--- src/rtl/if_stage_pkg.sv ---
// Shared core definitions for the instruction-fetch stage.
//   NOP_INST_WORD : encoding of sll $0,$0,0, the word placed in IF/ID on a bubble
//   if_state_t    : fetch FSM states
//     FETCH - request outstanding at req_addr
//     HOLD  - word already fetched but parked because the pipe is frozen
//     DRAIN - waiting out a response that a flush made stale
package if_stage_pkg;

  localparam logic [31:0] NOP_INST_WORD = 32'h0000_0000;

  typedef enum logic [1:0] {
    FETCH = 2'd0,
    HOLD  = 2'd1,
    DRAIN = 2'd2
  } if_state_t;

endpackage

--- src/rtl/if_stage_ifid_reg.sv ---
// IF/ID pipeline register.
//   clk, rst         : clock, synchronous active-high reset (reset = bubble)
//   bubble_i         : load NOP_INST, pc4 = 0, valid = 0 (wins over load_i)
//   load_i           : capture inst_i / pc4_i as a real instruction
//   inst_i, pc4_i    : incoming instruction and its PC+4
//   inst_o, pc4_o    : registered instruction and PC+4
//   valid_o          : 1 = real instruction, 0 = bubble
// With neither control asserted the register holds its contents.
module ifid_reg #(
  parameter logic [31:0] NOP_INST = 32'h0000_0000
) (
  input  logic        clk,
  input  logic        rst,
  input  logic        load_i,
  input  logic        bubble_i,
  input  logic [31:0] inst_i,
  input  logic [31:0] pc4_i,
  output logic [31:0] inst_o,
  output logic [31:0] pc4_o,
  output logic        valid_o
);

  logic [31:0] inst_q, pc4_q;
  logic        valid_q;

  always_ff @(posedge clk) begin
    if (rst || bubble_i) begin
      inst_q  <= NOP_INST;
      pc4_q   <= 32'h0;
      valid_q <= 1'b0;
    end else if (load_i) begin
      inst_q  <= inst_i;
      pc4_q   <= pc4_i;
      valid_q <= 1'b1;
    end
  end

  assign inst_o  = inst_q;
  assign pc4_o   = pc4_q;
  assign valid_o = valid_q;

endmodule

--- src/rtl/if_stage.sv ---
// Instruction-fetch stage of the 5-stage MIPS core, including the IF/ID register.
//   clk, rst              : clock, synchronous active-high reset
//   Write                 : hazard unit; 1 = advance PC and IF/ID, 0 = freeze both
//   flush, redirect_pc    : branch/jump resolved in ID; squash fetch and redirect
//   imem_req, imem_addr   : instruction-memory request (addr stable while waiting)
//   imem_ready, imem_rdata: response handshake and data
//   inst_id, pc4_id       : IF/ID instruction and its PC+4
//   valid_id              : IF/ID holds a real instruction
//   fetch_stall           : request outstanding but not answered this cycle
// pc_q is the architectural fetch PC; req_addr_q is what memory is being asked for.
// They only differ in DRAIN, where memory still owns the stale address and pc_q
// already points at the redirect target.
module if_stage
  import if_stage_pkg::*;
#(
  parameter logic [31:0] RESET_PC = 32'h0000_0000,
  parameter logic [31:0] NOP_INST = NOP_INST_WORD
) (
  input  logic        clk,
  input  logic        rst,
  input  logic        Write,
  input  logic        flush,
  input  logic [31:0] redirect_pc,
  output logic        imem_req,
  output logic [31:0] imem_addr,
  input  logic        imem_ready,
  input  logic [31:0] imem_rdata,
  output logic [31:0] inst_id,
  output logic [31:0] pc4_id,
  output logic        valid_id,
  output logic        fetch_stall
);

  if_state_t   state_q, state_d;
  logic [31:0] pc_q, pc_d;
  logic [31:0] req_addr_q, req_addr_d;
  logic [31:0] hold_inst_q, hold_inst_d;

  logic        ifid_load, ifid_bubble;
  logic [31:0] ifid_inst;
  logic [31:0] pc_inc, redir;

  // Wraps naturally modulo 2^32.
  assign pc_inc = pc_q + 32'd4;
  // Redirect targets are word aligned regardless of what ID supplies.
  assign redir  = redirect_pc & ~32'h3;

  always_comb begin
    state_d     = state_q;
    pc_d        = pc_q;
    req_addr_d  = req_addr_q;
    hold_inst_d = hold_inst_q;
    ifid_load   = 1'b0;
    ifid_bubble = 1'b0;
    ifid_inst   = imem_rdata;

    case (state_q)
      FETCH: begin
        if (flush) begin
          ifid_bubble = 1'b1;
          pc_d        = redir;
          // An unanswered request cannot be withdrawn: keep its address and
          // swallow the response in DRAIN.
          if (imem_ready) req_addr_d = redir;
          else            state_d    = DRAIN;
        end else if (imem_ready) begin
          if (Write) begin
            ifid_load  = 1'b1;
            pc_d       = pc_inc;
            req_addr_d = pc_inc;
          end else begin
            // Pipe frozen: park the word so it is neither lost nor refetched.
            hold_inst_d = imem_rdata;
            state_d     = HOLD;
          end
        end else if (Write) begin
          ifid_bubble = 1'b1;
        end
      end

      HOLD: begin
        if (flush) begin
          ifid_bubble = 1'b1;
          pc_d        = redir;
          req_addr_d  = redir;
          state_d     = FETCH;
        end else if (Write) begin
          ifid_load  = 1'b1;
          ifid_inst  = hold_inst_q;
          pc_d       = pc_inc;
          req_addr_d = pc_inc;
          state_d    = FETCH;
        end
      end

      DRAIN: begin
        ifid_bubble = flush | Write;
        if (flush) pc_d = redir;
        if (imem_ready) begin
          // Stale response discarded; resume at the newest target.
          req_addr_d = flush ? redir : pc_q;
          state_d    = FETCH;
        end
      end

      default: state_d = FETCH;
    endcase
  end

  always_ff @(posedge clk) begin
    if (rst) begin
      state_q     <= FETCH;
      pc_q        <= RESET_PC;
      req_addr_q  <= RESET_PC;
      hold_inst_q <= 32'h0;
    end else begin
      state_q     <= state_d;
      pc_q        <= pc_d;
      req_addr_q  <= req_addr_d;
      hold_inst_q <= hold_inst_d;
    end
  end

  assign imem_req    = (state_q != HOLD);
  assign imem_addr   = req_addr_q;
  assign fetch_stall = imem_req & ~imem_ready;

  ifid_reg #(.NOP_INST(NOP_INST)) u_ifid (
    .clk     (clk),
    .rst     (rst),
    .load_i  (ifid_load),
    .bubble_i(ifid_bubble),
    .inst_i  (ifid_inst),
    .pc4_i   (pc_inc),
    .inst_o  (inst_id),
    .pc4_o   (pc4_id),
    .valid_o (valid_id)
  );

endmodule

--- config.mk ---
export PLATFORM = sky130hd
export DESIGN_NAME = if_stage
export DESIGN_NICKNAME = d
export VERILOG_FILES = /design/src/rtl/if_stage_pkg.sv /design/src/rtl/if_stage_ifid_reg.sv /design/src/rtl/if_stage.sv
export SDC_FILE = /design/constraint.sdc
export NUM_CORES = 1
export LEC_CHECK = 0
export ABC_AREA = 1
export ABC_CLOCK_PERIOD_IN_PS = 2800
export BUFFER_PORTS_ARGS = -buffer_cell sky130_fd_sc_hd__buf_2
export CAP_MARGIN = 30
export CORE_ASPECT_RATIO = 1.2
export CORE_UTILIZATION = 50
export DETAILED_ROUTE_END_ITERATION = 8
export PLACE_DENSITY = 0.74
export REMOVE_ABC_BUFFERS = 1
export SETUP_SLACK_MARGIN = 0.2
export SYNTH_ARGS = -nofsm -noshare
export SYNTH_HDL_FRONTEND = slang
export SYNTH_SLANG_ARGS = --single-unit
--- constraint.sdc ---
create_clock -name clk -period 2.8 [get_ports clk]
set_input_delay 0 -clock clk [delete_from_list [all_inputs] [get_ports clk]]
set_output_delay 0 -clock clk [all_outputs]
set_load 0.005 [all_outputs]
==> qor.csv, run 1 <==
metric,value,unit
RSZ-0062 raised after global routing,false,
WL/cell,14.04,um
total CTS buffers,17,
Worst EP required,3.10,ns
crit path buf inv count,0,
first-pass GRT wire length,35670,um
routed vias/inst,5.192,
total gr overflow,0,
clk sinks,163,
Worst-Margin Slew,0.6918,ns
Final Core Density,64.45,%
Final Cycle Share,75.85,%
Clock Skews,0.008563,ns
# DRC,0,
Setup WS post-layout,0.6762,ns
critical path arrival,2.42,ns
DP Wirelength,14480,um
TritonCTS clock tree,done,
hold_ws,0.004376,ns
# diodes,0,
FF+latch area,3263,um^2
via count,8229,
full die area,16400,um^2
Achievable Freq,470.9,MHz
H-tree Lvls,4,
Multi-input gate area,3975,um^2
initial antenna violation count,0,
I/O pin total,168,
clk_lat worst skew,0.43,ns
DIE WIDTH,117.1,um
"Hold Vio Cnt, Final",0,
Final Critical Period,2.124,ns
Clock Tree Buf Depth,2,
Clock Tree Root,clkbuf_16,
gr usage total,27.77,%
Yosys cell types,32,
syn avg cell area,6.723,um^2
critical path class,flop to flop,
gpl congestion,0.9004,
crit path capture type,flop,
CP Cell Sequence,"ha_1, nand2_1, nor2_1, nand2_1, nor2_2, nand2_1, o21ai_0, nand3_1, nand2_1, a21oi_1",
Final ANT Viol Nets,0,
Yosys warnings,0,
Seq cells post-synth,163,
Final Net Count,1435,
startpoint types,flop,
FP Rows,50,
number of global-route vias before repair,7607,
"area leader, netlist",dfxtp_1,
Max Fanout on Critical Path,7,
Slew Limit Fails,0,
slowest CP cell,dfxtp_1,
Tightest Hold Check Type,input port to flop,
Max-slew headroom,53.81,%
Die Y-Extent,140.1,um
Clock transition at path regs,0.06,ns
post-place setup slack,0.4885,ns
status,finished clean,
IO Port Bufs,165,
Layout area overhead,26.34,%
final setup violating endpoints,0,
"most used cell, CP",nand2_1,
Starting Density,51.01,%
fillers,1413,
TritonRoute pass-1 iters,5,
"Seq/Total Area, Yosys",41.06,%
layout cell share with drive strength beyond 1,17.14,%
Max Cap Violations,0,
Cell Pwr Density,598.1,nW/um^2
gate count after technology mapping,1182,
Core ar.,15580,um^2
initial drt markers,523,
Crit path max-delay family,simple AND/OR/NAND/NOR gates,
top cell type's share of synthesized area,41.06,%
Peak VDD IR,0.4423,mV
largest net degree at the start of global routing,57,
Leak,0.004751,uW
synth top area cells,"dfxtp_1 (41%), nand2_1 (15%), o21ai_0 (6.9%)",
Worst path max stage delay,0.43,ns
Synth Cell Area,7946,um^2
Routed Wire Length,22250,um
## synth_stat cells
library cell and n:
a21oi_1 95, nor2_4 1, inv_1 95, nor3_1 2, or2_2 11, nor2_1 129, o21bai_1 17, buf_1 2
buf_2 31, o21a_1 3, o21ai_0 109, xor2_1 15, a21boi_0 1, clkinv_1 1, a211oi_1 6, nand3_1 66
nand2_1 327, clkbuf_1 38, inv_2 6, nand3b_1 1, o211ai_1 13, buf_4 4, mux2i_1 4, ha_1 1
o21ai_1 5, dfxtp_1 163, nor4_1 1, and2_1 1, a311oi_1 27, nand2_2 2, o21ai_2 1, nor2_2 4
## report_power, final
group | switching (uW) | leakage (uW) | total (uW) | internal, uW
clock | 932 | 0.000285 | 2370 | 1440
combinational | 632 | 0.00313 | 1030 | 396
sequential | 126 | 0.00133 | 2610 | 2480
## worst paths after layout
| path | startpoint | endpoint | slack (ns) | depth (start not counted) |
|---|---|---|---|---|
| max | pc_q[2] | pc_q[24] | 0.68 | 10 |
| min | redirect_pc[24] | pc_q[24] | 0.004 | 5 |
| max reg2reg | pc_q[2] | pc_q[24] | 0.68 | 10 |
| min reg2reg | u_ifid.pc4_o[6] | u_ifid.pc4_o[6] | 0.46 | 2 |
## tightest hold or removal path: cells and delay by family
family                 cells  cell delay (ns)
buffers and inverters      1             0.09
AOI/OAI and AO/OA          2             0.19
and+or+nand+nor            2             0.12
## sequential cells by signal, indices dropped and copies added, names as in the netlist
| register | cells |
|---|---|
| u_ifid.valid_o | 1 |
| state_q | 2 |
| u_ifid.pc4_o | 32 |
| hold_inst_q | 32 |
| pc_q | 32 |
| u_ifid.inst_o | 32 |
| imem_addr | 32 |
## cell families (layout without fill, tap and decap cells)
kind of cell / after synthesis / in the layout / share of synthesized area [%]
AOI/OAI and AO/OA: 277 / 277 / 20.03
xor gates and xnor gates: 15 / 15 / 1.653
adders and majority gates: 1 / 1 / 0.1574
buffers and inverters: 177 / 372 / 9.038
DFF: 163 / 163 / 41.06
muxes: 4 / 4 / 0.5039
and+or+nand+nor: 545 / 545 / 27.55
## stage by stage
step	total power, uW	setup TNS, ns	area (um^2)	cells
finish	6005	0	10040	1585
detailed placement	3615	0	8859	1496
floorplan	3206	-7.271	7611	1107
global route	6283	0	10040	1585
global placement	3593	0	8859	1496
CTS	6026	0	10030	1585
## per-layer routing
layer / up-vias / global-route usage (%) / share of wire (%)
li1: 4216 / - / -
met1: 3730 / 32.34 / 43
met2: 246 / 49.95 / 50
met3: 37 / 5.149 / 5.3
met4: 0 / 9.793 / 2.2
met5: - / 0 / 0
## cells in the final DEF (no fill, tap or decap), types with 11 or more instances in the layout
| cell type | count |
|---|---|
| o21ai_0 | 109 |
| dlygate4sd3_1 | 58 |
| clkbuf_16 | 17 |
| o211ai_1 | 13 |
| xor2_1 | 15 |
| buf_4 | 13 |
| dfxtp_1 | 163 |
| inv_1 | 95 |
| a311oi_1 | 27 |
| nor2_1 | 128 |
| nand3_1 | 66 |
| or2_2 | 11 |
| o21bai_1 | 17 |
| buf_2 | 165 |
| nand2_1 | 327 |
| a21oi_1 | 95 |
## cell type report
| class | instances | area share, % |
|---|---|---|
| Timing Repair Buffer | 239 | 15.58 |
| Tap cell | 208 | 2.592 |
| Clock buffer | 21 | 4.586 |
| Multi-Input combinational cell | 842 | 39.59 |
| Clock inverter | 10 | 1.321 |
| Sequential cell | 163 | 32.50 |
| Inverter | 102 | 3.826 |
## timing repair
action / CTS / global route
setup buffers: 0 / 0
setup endpoints to repair: 0 / 1
hold buffers: 58 / 0
hold endpoints to repair: 112 / 0
gates resized for setup: 0 / 1
No activity file was read; power rests on OpenSTA's default activity.
==> inputs of run 2 (changes only) <==
- ABC_CLOCK_PERIOD_IN_PS: 2800 -> 2000
- clock period: 2.8 -> 2 ns (I/O delays scaled with it)
==> run 2 against run 1 <==
Effect of this change: maximum frequency rose by 26%; final cell count rose by 1.4%; clock skew rose by 0.0016 ns; register-to-register slack got worse by 0.37 ns; flip-flop and latch count did not move; first-iteration DRC count fell by 1.7%; core utilization rose by 1.7 points; wire length rose by 5.3%; die area did not move; highest routed layer unchanged; largest cell class unchanged; final area rose by 2.7%.
==> qor.csv, run 2 (same netlist as run 1, synthesis figures left out) <==
metric,value,unit,change
Worst EP required,2.30,ns,was 3.10 ns
Tightest Hold Check Type,input port to flop,,unchanged
placed cell count,1510,,"was 1,496"
Met2 Wirelength,11580,um,"was 11,120 um"
Core ar.,15580,um^2,unchanged
Clock Tree Root,clkbuf_16,,unchanged
DP Wirelength,14860,um,"was 14,480 um"
routed vias/inst,5.208,,was 5.192
TritonRoute pass-1 iters,5,,unchanged
# DRC,0,,unchanged
IO Port Bufs,165,,unchanged
DR top layer,met4,,unchanged
Multi-input gate area,4011,um^2,was 3975 um^2
total gr overflow,0,,unchanged
TritonCTS clock tree,done,,unchanged
gr usage total,28.30,%,was 27.77%
Final Critical Period,1.690,ns,was 2.124 ns
fillers,1387,,"was 1,413"
Worst-Margin Slew,0.4842,ns,was 0.6918 ns
initial antenna violation count,0,,unchanged
Clock Tree Buf Depth,2,,unchanged
DIE WIDTH,117.1,um,unchanged
Final ANT Viol Nets,0,,unchanged
Max Cap Violations,0,,unchanged
Max Fanout on Critical Path,5,,was 7
"Power, Total",8422,uW,was 6005 uW
Peak VDD IR,0.4895,mV,was 0.4423 mV
slowest CP cell,dfxtp_1,,unchanged
layout cell share with drive strength beyond 1,19.59,%,was 17.14%
Final Cycle Share,84.48,%,was 75.85%
final setup violating endpoints,0,,unchanged
Final Net Count,1456,,"was 1,435"
design area,10310,um^2,"was 10,040 um^2"
"Hold Vio Cnt, Final",0,,unchanged
number of global-route vias before repair,7548,,"was 7,607"
Die Y-Extent,140.1,um,unchanged
Layout area overhead,29.74,%,was 26.34%
Clock Skews,0.01012,ns,was 0.008563 ns
crit path buf inv count,0,,unchanged
Slew Limit Fails,0,,unchanged
status,finished clean,,unchanged
"most used cell, CP",nand2_1,,unchanged
# diodes,0,,unchanged
Reg2Reg Depth,9,,was 10
clk sinks,163,,unchanged
Achievable Freq,591.8,MHz,was 470.9 MHz
CP Cell Sequence,"nand2_1, nor2_1, nand2_1, nor2_1, nand2_1, nand2_1, nand3_1, o21ai_0, a21oi_1",,"was ha_1, nand2_1, nor2_1, nand2_1, nor2_2, nand2_1, o21ai_0, nand3_1, nand2_1, a21oi_1"
I/O pin total,168,,unchanged
Cell Pwr Density,816.9,nW/um^2,was 598.1 nW/um^2
Met1 Wirelength,9898,um,was 9456 um
FP Rows,50,,unchanged
Final Core Density,66.18,%,was 64.45%
RSZ-0062 raised after global routing,true,,was false
crit path capture type,flop,,unchanged
Hold Path Depth,5,,unchanged
WP depth,9,,was 10
FF+latch area,3272,um^2,was 3263 um^2
via count,8370,,"was 8,229"
flop2flop setup slack,0.31,ns,was 0.68 ns
most frequent cells in the layout,"nand2_1 (324), buf_2 (165), dfxtp_1 (158), nor2_1 (124), o21ai_0 (107)",,"was nand2_1 (327), buf_2 (165), dfxtp_1 (163), nor2_1 (128), o21ai_0 (109)"
Worst path max stage delay,0.44,ns,was 0.43 ns
first-pass GRT wire length,36200,um,"was 35,670 um"
Layout Cells excl Fill,1607,,"was 1,585"
WL/cell,14.58,um,was 14.04 um
clk_lat worst skew,0.43,ns,about the same
placed cell areas,9001,um^2,was 8859 um^2
Leak,0.004879,uW,was 0.004751 uW
"commonest non-fill, non-tap cell in the layout",nand2_1,,unchanged
full die area,16400,um^2,unchanged
Crit path max-delay family,simple AND/OR/NAND/NOR gates,,unchanged
total CTS buffers,17,,unchanged
post-place setup slack,0.1100,ns,was 0.4885 ns
Routed Wire Length,23420,um,"was 22,250 um"
largest net degree at the start of global routing,57,,unchanged
startpoint types,flop,,unchanged
H-tree Lvls,4,,unchanged
gpl congestion,0.9098,,was 0.9004
metal3 WL,1364,um,was 1178 um
Clock transition at path regs,0.06,ns,about the same
critical path class,flop to flop,,unchanged
critical path arrival,1.99,ns,was 2.42 ns
Starting Density,51.01,%,unchanged
Max-slew headroom,67.72,%,was 53.81%
initial drt markers,514,,was 523
Setup WS post-layout,0.3104,ns,was 0.6762 ns
-- run 2: cell count changes in the layout (fill, tap and decap cells not counted), moves of 2 or more --
cell and change:
buf_12 +3, buf_4 +16, clkbuf_16 +2, clkinv_4 +3, dfxtp_1 -5, dfxtp_2 +4
inv_6 +2, nand2_1 -3, nand2_2 +2, nor2_1 -4, nor2_2 +3, o21ai_0 -2
o21ai_1 +2
-- run 2: final cells by class --
class,count,area share [%]
Multi-Input combinational cell,842,38.91
Sequential cell,163,31.74
Timing Repair Buffer,260,17.40
Clock buffer,19,4.296
Inverter,102,3.835
Tap cell,208,2.524
Clock inverter,13,1.299
-- run 2: final timing paths --
kind	startpoint	end
max	pc_q[14]	imem_addr[27]
min	redirect_pc[2]	pc_q[2]
max reg2reg	pc_q[14]	imem_addr[27]
min reg2reg	u_ifid.valid_o	u_ifid.valid_o
-- run 2: through the flow --
stage / hold WS, ns / setup TNS [ns]
4_1_cts: 0.003539 / 0
3_5_place_dp: 0.2898 / 0
3_3_place_gp: 0.2861 / 0
2_1_floorplan: 0.03491 / -78.98
5_1_grt: 0.01663 / 0
6_report: 0.01270 / 0
-- run 2: timing repair --
action	CTS	global route
hold buffers	58	0
pin swaps	0	4
gates cloned	0	2
buffers inserted	0	5
setup endpoints to repair	19	71
hold endpoints to repair	114	0
resized for setup	5	21
-- run 2: power by group --
| part | internal, uW | total (uW) | switching (uW) | leakage, uW |
|---|---|---|---|---|
| combinational | 615 | 1540 | 929 | 0.00327 |
| sequential | 3480 | 3660 | 180 | 0.00133 |
| clock | 1870 | 3220 | 1360 | 0.000279 |
-- run 2: worst register-to-register path, stage by stage, from the launching register on --
cell	delay, ns
dfxtp_1	0.44
nand2_1	0.11
nor2_1	0.18
nand2_1	0.15
nor2_1	0.16
nand2_1	0.07
nand2_1	0.09
nand3_1	0.07
o21ai_0	0.17
a21oi_1	0.12
-- run 2: per-layer routing --
layer / track usage, % / vias up
met5: 0 / -
met4: 11.73 / 0
met3: 5.063 / 37
met2: 49.74 / 257
met1: 33.36 / 3813
li1: - / 4263
